[src/rtl/xadc_drp_cmd_bridge.sv]
// Host command bridge for the XADC DRP port.
// Parses 6-byte command frames (A5 CMD ADDR D_HI D_LO CHK) from an 8-bit
// AXIS byte stream, runs one DRP write or read, and returns a 4-byte
// response frame (5A STATUS R_HI R_LO) on an 8-bit AXIS byte stream.
// Only one command is in flight at a time; the input stream is stalled
// from the checksum check until the response has been fully sent.
module xadc_drp_cmd_bridge #(
   parameter int DRP_TIMEOUT   = 64,
   parameter int FRAME_TIMEOUT = 1_200_000
) (
   input  logic        clk,
   input  logic        rst_n,
   input  logic [7:0]  s_axis_tdata,
   input  logic        s_axis_tvalid,
   output logic        s_axis_tready,
   output logic [7:0]  m_axis_tdata,
   output logic        m_axis_tvalid,
   input  logic        m_axis_tready,
   output logic [6:0]  drp_daddr,
   output logic        drp_den,
   output logic        drp_dwe,
   output logic [15:0] drp_di,
   input  logic [15:0] drp_do,
   input  logic        drp_drdy,
   output logic        busy
);

   localparam int DCW = $clog2(DRP_TIMEOUT + 1);
   localparam int FCW = $clog2(FRAME_TIMEOUT + 1);

   localparam logic [7:0] SOF_CMD    = 8'hA5;
   localparam logic [7:0] SOF_RESP   = 8'h5A;
   localparam logic [7:0] CMD_WR     = 8'h01;
   localparam logic [7:0] CMD_RD     = 8'h02;
   localparam logic [7:0] ST_OK      = 8'h00;
   localparam logic [7:0] ST_BAD_CHK = 8'h01;
   localparam logic [7:0] ST_BAD_CMD = 8'h02;
   localparam logic [7:0] ST_DRP_TO  = 8'h03;

   typedef enum logic [2:0] {
      S_SYNC,
      S_HDR,
      S_CHECK,
      S_DRP_REQ,
      S_DRP_WAIT,
      S_RESP
   } state_t;

   state_t          state_q, state_d;
   logic            alive_q;
   logic [2:0]      hdr_idx_q;
   logic [7:0]      cmd_q, addr_q, dhi_q, dlo_q, chk_q;
   logic [FCW-1:0]  idle_cnt_q;
   logic [DCW-1:0]  drp_cnt_q;
   logic [7:0]      status_q;
   logic [15:0]     rdata_q;
   logic [1:0]      resp_idx_q;

   logic s_hs, m_hs;
   logic err_chk, err_cmd;
   logic frame_to, drp_to;
   logic drp_active;

   assign s_hs       = s_axis_tvalid && s_axis_tready;
   assign m_hs       = m_axis_tvalid && m_axis_tready;
   assign err_chk    = (cmd_q ^ addr_q ^ dhi_q ^ dlo_q) != chk_q;
   assign err_cmd    = ((cmd_q != CMD_WR) && (cmd_q != CMD_RD)) || addr_q[7];
   assign frame_to   = idle_cnt_q == FCW'(FRAME_TIMEOUT - 1);
   assign drp_to     = drp_cnt_q == DCW'(DRP_TIMEOUT);
   assign drp_active = (state_q == S_DRP_REQ) || (state_q == S_DRP_WAIT);

   // State register.
   // NOTE: sequential state uses non-blocking (<=) so every flop samples pre-edge values.
   always_ff @(posedge clk or negedge rst_n) begin
      if (!rst_n) state_q <= S_SYNC;
      else        state_q <= state_d;
   end

   // Next-state decode.
   // NOTE: state_d gets a default before the case so no path leaves it unassigned (no latch).
   always_comb begin
      state_d = state_q;
      unique case (state_q)
         S_SYNC:
            if (s_hs && s_axis_tdata == SOF_CMD) state_d = S_HDR;
         S_HDR:
            if (s_hs) begin
               if (hdr_idx_q == 3'd4) state_d = S_CHECK;
            end else if (frame_to) begin
               state_d = S_SYNC;
            end
         S_CHECK:
            state_d = (err_chk || err_cmd) ? S_RESP : S_DRP_REQ;
         S_DRP_REQ:
            state_d = S_DRP_WAIT;
         S_DRP_WAIT:
            if (drp_drdy || drp_to) state_d = S_RESP;
         S_RESP:
            if (m_hs && resp_idx_q == 2'd3) state_d = S_SYNC;
         default:
            state_d = S_SYNC;
      endcase
   end

   // Marks the first clock after reset release so tready stays low during reset.
   always_ff @(posedge clk or negedge rst_n) begin
      if (!rst_n) alive_q <= 1'b0;
      else        alive_q <= 1'b1;
   end

   // Header capture and inter-byte idle counter.
   always_ff @(posedge clk or negedge rst_n) begin
      if (!rst_n) begin
         hdr_idx_q  <= '0;
         cmd_q      <= '0;
         addr_q     <= '0;
         dhi_q      <= '0;
         dlo_q      <= '0;
         chk_q      <= '0;
         idle_cnt_q <= '0;
      end else begin
         if (state_q == S_SYNC) hdr_idx_q <= '0;
         if (state_q == S_HDR && s_hs) begin
            hdr_idx_q <= hdr_idx_q + 3'd1;
            case (hdr_idx_q)
               3'd0:    cmd_q  <= s_axis_tdata;
               3'd1:    addr_q <= s_axis_tdata;
               3'd2:    dhi_q  <= s_axis_tdata;
               3'd3:    dlo_q  <= s_axis_tdata;
               default: chk_q  <= s_axis_tdata;
            endcase
         end
         if (state_q != S_HDR || s_hs) idle_cnt_q <= '0;
         else if (!frame_to)           idle_cnt_q <= idle_cnt_q + 1'b1;
      end
   end

   // Status, DRP wait counter, read data latch and response byte index.
   always_ff @(posedge clk or negedge rst_n) begin
      if (!rst_n) begin
         status_q   <= '0;
         drp_cnt_q  <= '0;
         rdata_q    <= '0;
         resp_idx_q <= '0;
      end else begin
         case (state_q)
            S_CHECK: begin
               rdata_q    <= '0;
               resp_idx_q <= '0;
               if (err_chk)      status_q <= ST_BAD_CHK;
               else if (err_cmd) status_q <= ST_BAD_CMD;
               else              status_q <= ST_OK;
            end
            S_DRP_REQ:
               drp_cnt_q <= DCW'(1);
            S_DRP_WAIT: begin
               if (drp_drdy) begin
                  if (cmd_q == CMD_RD) rdata_q <= drp_do;
               end else if (drp_to) begin
                  status_q <= ST_DRP_TO;
               end else begin
                  drp_cnt_q <= drp_cnt_q + 1'b1;
               end
            end
            S_RESP:
               if (m_hs) resp_idx_q <= resp_idx_q + 2'd1;
            default: ;
         endcase
      end
   end

   // Response byte mux; index only advances on a handshake so data holds under backpressure.
   always_comb begin
      m_axis_tdata = 8'h00;
      if (state_q == S_RESP) begin
         case (resp_idx_q)
            2'd0:    m_axis_tdata = SOF_RESP;
            2'd1:    m_axis_tdata = status_q;
            2'd2:    m_axis_tdata = rdata_q[15:8];
            default: m_axis_tdata = rdata_q[7:0];
         endcase
      end
   end

   // Stream and DRP handshake outputs decoded from the current state.
   always_comb begin
      s_axis_tready = alive_q && (state_q == S_SYNC || state_q == S_HDR);
      m_axis_tvalid = state_q == S_RESP;
      busy          = state_q != S_SYNC;
      drp_den       = state_q == S_DRP_REQ;
      drp_dwe       = drp_den && (cmd_q == CMD_WR);
      drp_daddr     = drp_active ? addr_q[6:0]    : 7'd0;
      drp_di        = drp_active ? {dhi_q, dlo_q} : 16'd0;
   end

endmodule

[config.mk]
export PLATFORM = sky130hd
export DESIGN_NAME = xadc_drp_cmd_bridge
export DESIGN_NICKNAME = d
export VERILOG_FILES = /design/src/rtl/xadc_drp_cmd_bridge.sv
export SDC_FILE = /design/constraint.sdc
export NUM_CORES = 1
export LEC_CHECK = 0
export BUFFER_PORTS_ARGS = -buffer_cell sky130_fd_sc_hd__buf_2
export CELL_PAD_IN_SITES_DETAIL_PLACEMENT = 1
export CELL_PAD_IN_SITES_GLOBAL_PLACEMENT = 1
export CORE_MARGIN = 2
export CORE_UTILIZATION = 30
export CTS_CLUSTER_DIAMETER = 30
export CTS_CLUSTER_SIZE = 30
export DETAILED_ROUTE_END_ITERATION = 16
export GPL_TIMING_DRIVEN = 0
export PLACE_DENSITY_LB_ADDON = 0.08
export SLEW_MARGIN = 5
export SYNTH_ARGS = -nofsm -noshare
export SYNTH_HDL_FRONTEND = slang
export SYNTH_SLANG_ARGS = --single-unit
[constraint.sdc]
create_clock -name clk -period 4.3 [get_ports clk]
set_input_delay 0.645 -clock clk [delete_from_list [all_inputs] [get_ports clk]]
set_output_delay 0.645 -clock clk [all_outputs]
set_load 0.03 [all_outputs]
==> metrics.md <==
| Metric | Value |
|---|---|
| Worst Setup Path Type | register to output port |
| Post_cts resized | 0 |
| Pwr Density | 537 nW/um2 |
| Yosys warns | 0 |
| DRT Pass-1 Iters | 4 |
| Final setup viols | 0 |
| Design Area, Final | approximately 6000 um2 |
| Final hold violations | 0 |
| Fin crit period | between 3000 and 4000 ps |
| Slew @ Worst Pin | 917 ps |
| Clk pwr share | about a quarter |
| Crit start category | register |
| TritonCTS clock tree | built |
| RD Place Congestion | 0.754 |
| I/O pin count | 65 |
| Site row count | 47 |
| Die Wd | between 100 and 150 um |
| Syn_nets | about 530 |
| Multi-input gate area | 2530 um2 |
| Int Power | approximately 2 mW |
| CP required | about 3700 ps |
| Seq pwr share | between 30% and 40% |
| Register Area | 2380 um2 |
| Max-slew violations | 0 |
| Worst-Skew Late Latency | 360 ps |
| Yosys reg bits | 95 |
| Post-synth EDFFs | 0 |
| Max incr delay on CP | between 700 and 800 ps |
| Total gr overflow | 0 |
| Rel. slew slack | 38.6% |
| Number of H-tree branching levels | 3 |
| Cells after Synth | just under 500 |
| Crit end category | output port |
| Sw Ratio | approximately 38% |
| Peak VDD IR | around 0.2 mV |
| Setup TNS | 0 ps |
| Max Fanout on Critical Path | 10 |
| Distinct cells, synth | 57 |
| Slowest CP cell | a21oi_1 |
| Skew final | 9.81 ps |
| Crit-path cells | buf_2 -> and3b_1 -> buf_2 -> a21oi_1 -> clkbuf_1 -> nor2b_1 -> buf_2 |
| Initial antenna violation count | 1 |
| Vias in the first global route | slightly above 4000 |
| Pin count of the biggest net entering global routing | 54 |
| Leakage power | approximately 2.8 nW |
| Pre-CTS setup slack | about 1000 ps |
| Post-layout net count | 604 |
| Share of cells above drive strength 1 | 25.0% |
| Cell Area, Synth | 5080 um2 |
| Psw | ~1.2 mW |
| Global-route wire length before repair | between 20000 and 25000 um |
| Post-route DRC | 0 |
| R2R Path Start | state_q[2]$_DFFE_PN0P_ |
| Detailed Place HPWL | roughly 9400 um |
| Worst Path Arrival | 2890 ps |
| Post-CTS Hold Buffers | 0 |
| Most used DFF post-synth | dfrtp_1 |
| Ys async rst share | 100% |
| FILL cells | around 1900 |
| CTS Buf Count | 9 |
| Combinational power share | a little over a third |
| Max Root-Sink Buffers | 2 |
| CP dominant cell by count | buf_2 |
| Core ar. | 16600 um2 |
| RSZ-0062 raised after global routing | no |
| Tot GR Track Use | between 10% and 20% |
| Run status | finished, final reports clean |
| Top delay family on crit path | buffers and inverters |
| Remaining antenna violation count after routing | 0 |
| Crit. Startpoint | state_q[2]$_DFFE_PN0P_ |
| Register-to-register setup slack | about 1600 ps |
| Root Driver | clkbuf_16 |
| Max-cap viol count | 0 |
| Sequential area share after synthesis | between 40 and 50% |
| Highest clock rate | 283 MHz |
| Syn-to-layout area delta | 18.3% |
| Worst-path clk slew | approximately 70 ps |
| Final WS setup | between 700 and 800 ps |
| Worst path buffer plus inverter count | 4 |
| Vias | roughly 3800 |
| TritonCTS Sinks | 95 |
| Mean Syn Cell Area | roughly 10 um2 |
| Placed cell area | approximately 5700 um2 |
| Die Height | around 130 um |
| Routed WL per cell | roughly 17 um |
| N_diodes | 0 |
| Initial Utilization | roughly 31% |
| Post-CTS Setup Repair Bufs | 0 |
| Min-Delay Path Class | input pin to async pin |
| Via density | between 4 and 5 |
| WHS | ~320 ps |
| Period utilisation layout | ~82% |
| Die area | between 15000 and 20000 um2 |
| Total Routed Length | around 13000 um |
| Iter 0 DRT Violations | 154 |
| Port Buffers | 64 |
==> cells in the final DEF (no fill, tap or decap), types with 19 or more instances in the layout <==
| cell | Yosys | final |
|---|---|---|
| mux2_2 | 39 | 39 |
| nand3_1 | 19 | 19 |
| buf_2 | 2 | 65 |
| xnor2_1 | 23 | 23 |
| nand2_1 | 50 | 50 |
| o21ai_0 | 24 | 24 |
| a21oi_1 | 21 | 21 |
| nor2b_1 | 23 | 23 |
| nor2_1 | 46 | 46 |
| dfrtp_1 | 95 | 95 |
==> cells by family after synthesis <==
kind of cell,after synthesis,share of synthesized area (%)
AO/OA/AOI/OAI,68,8.62
XOR/XNOR,43,9.03
adder cells (fa/ha/maj),13,3.20
buffers and inverters,36,3.45
flip-flops,95,46.8
multiplexers,42,9.23
other,1,0.0738
AND/OR/NAND/NOR,188,19.6
==> registers in the layout, indices dropped and copies added (netlist names) <==
signal / count
idle_cnt_q: 21
rdata_q: 16
addr_q: 8
chk_q: 8
cmd_q: 8
dhi_q: 8
dlo_q: 8
drp_cnt_q: 7
hdr_idx_q: 3
state_q: 3
resp_idx_q: 2
status_q: 2
alive_q: 1
==> synth_stat cells, drive strengths merged (7+ instances only) <==
| cell type | count | share of area, % |
|---|---|---|
| a21oi | 21 | 2.1 |
| clkbuf | 18 | 1.9 |
| dfrtp | 95 | 47 |
| ha | 13 | 3.2 |
| inv | 15 | 1.1 |
| mux2 | 39 | 8.6 |
| nand2 | 50 | 3.7 |
| nand3 | 19 | 1.9 |
| nor2 | 47 | 3.8 |
| nor2b | 23 | 2.8 |
| nor3 | 7 | 0.69 |
| o21ai | 28 | 2.8 |
| xnor2 | 23 | 4.0 |
| xor2 | 14 | 2.4 |
==> worst reg2reg max path: stages, from the launching register on <==
cell      delay (ps)
dfrtp_1          340
buf_2            220
and3b_1          190
buf_2            180
a21oi_1          710
clkbuf_1         560
nand3_1          150
o21a_1           210
==> stage by stage <==
stage,power (mW),instances,utilization [%]
global placement,2.40,770,34.2
floorplan,2.07,486,-
finish,3.23,787,36.3
detailed placement,2.43,771,34.4
global route,3.49,787,36.3
CTS,3.30,787,36.3
==> metal layers <==
metal / vias up / wire, um / track usage (%)
met4: 2 / 129 / 3.57
met1: 1932 / 6290 / 20.7
li1: 1821 / - / -
met3: 12 / 394 / 4.04
met2: 44 / 6470 / 26.0
met5: - / 11 / 0
==> layout make-up <==
class / count / share of cell area [%]
clock buffers: 9 / 3.75
inverters: 15 / 0.936
flip-flops and latches: 95 / 39.5
clock inverters: 7 / 1.33
multi-input cells: 355 / 42.1
well taps: 220 / 4.58
repair buffers: 65 / 5.83
plain buffers: 21 / 1.98
==> path summary, 6_finish.rpt <==
check / to / cells after the start
min in group clk: rdata_q[11]$_DFFE_PN0P_ / 3
min: rdata_q[7]$_DFFE_PN0P_ / 1
min reg2reg: status_q[0]$_DFFE_PN0P_ / 1
max in group asynchronous: addr_q[0]$_DFFE_PN0P_ / 2
max reg2reg: state_q[2]$_DFFE_PN0P_ / 7
max: drp_di[10] / 7
==> power by group through the flow <==
stage / sequential, mW / combinational (mW) / clock, mW
floorplan: 1.23 / 0.846 / 0
global placement: 1.26 / 1.14 / 0
detailed placement: 1.27 / 1.16 / 0
CTS: 1.26 / 1.16 / 0.879
global route: 1.29 / 1.29 / 0.915
finish: 1.25 / 1.13 / 0.842
Power figures use the tool's default switching activity.
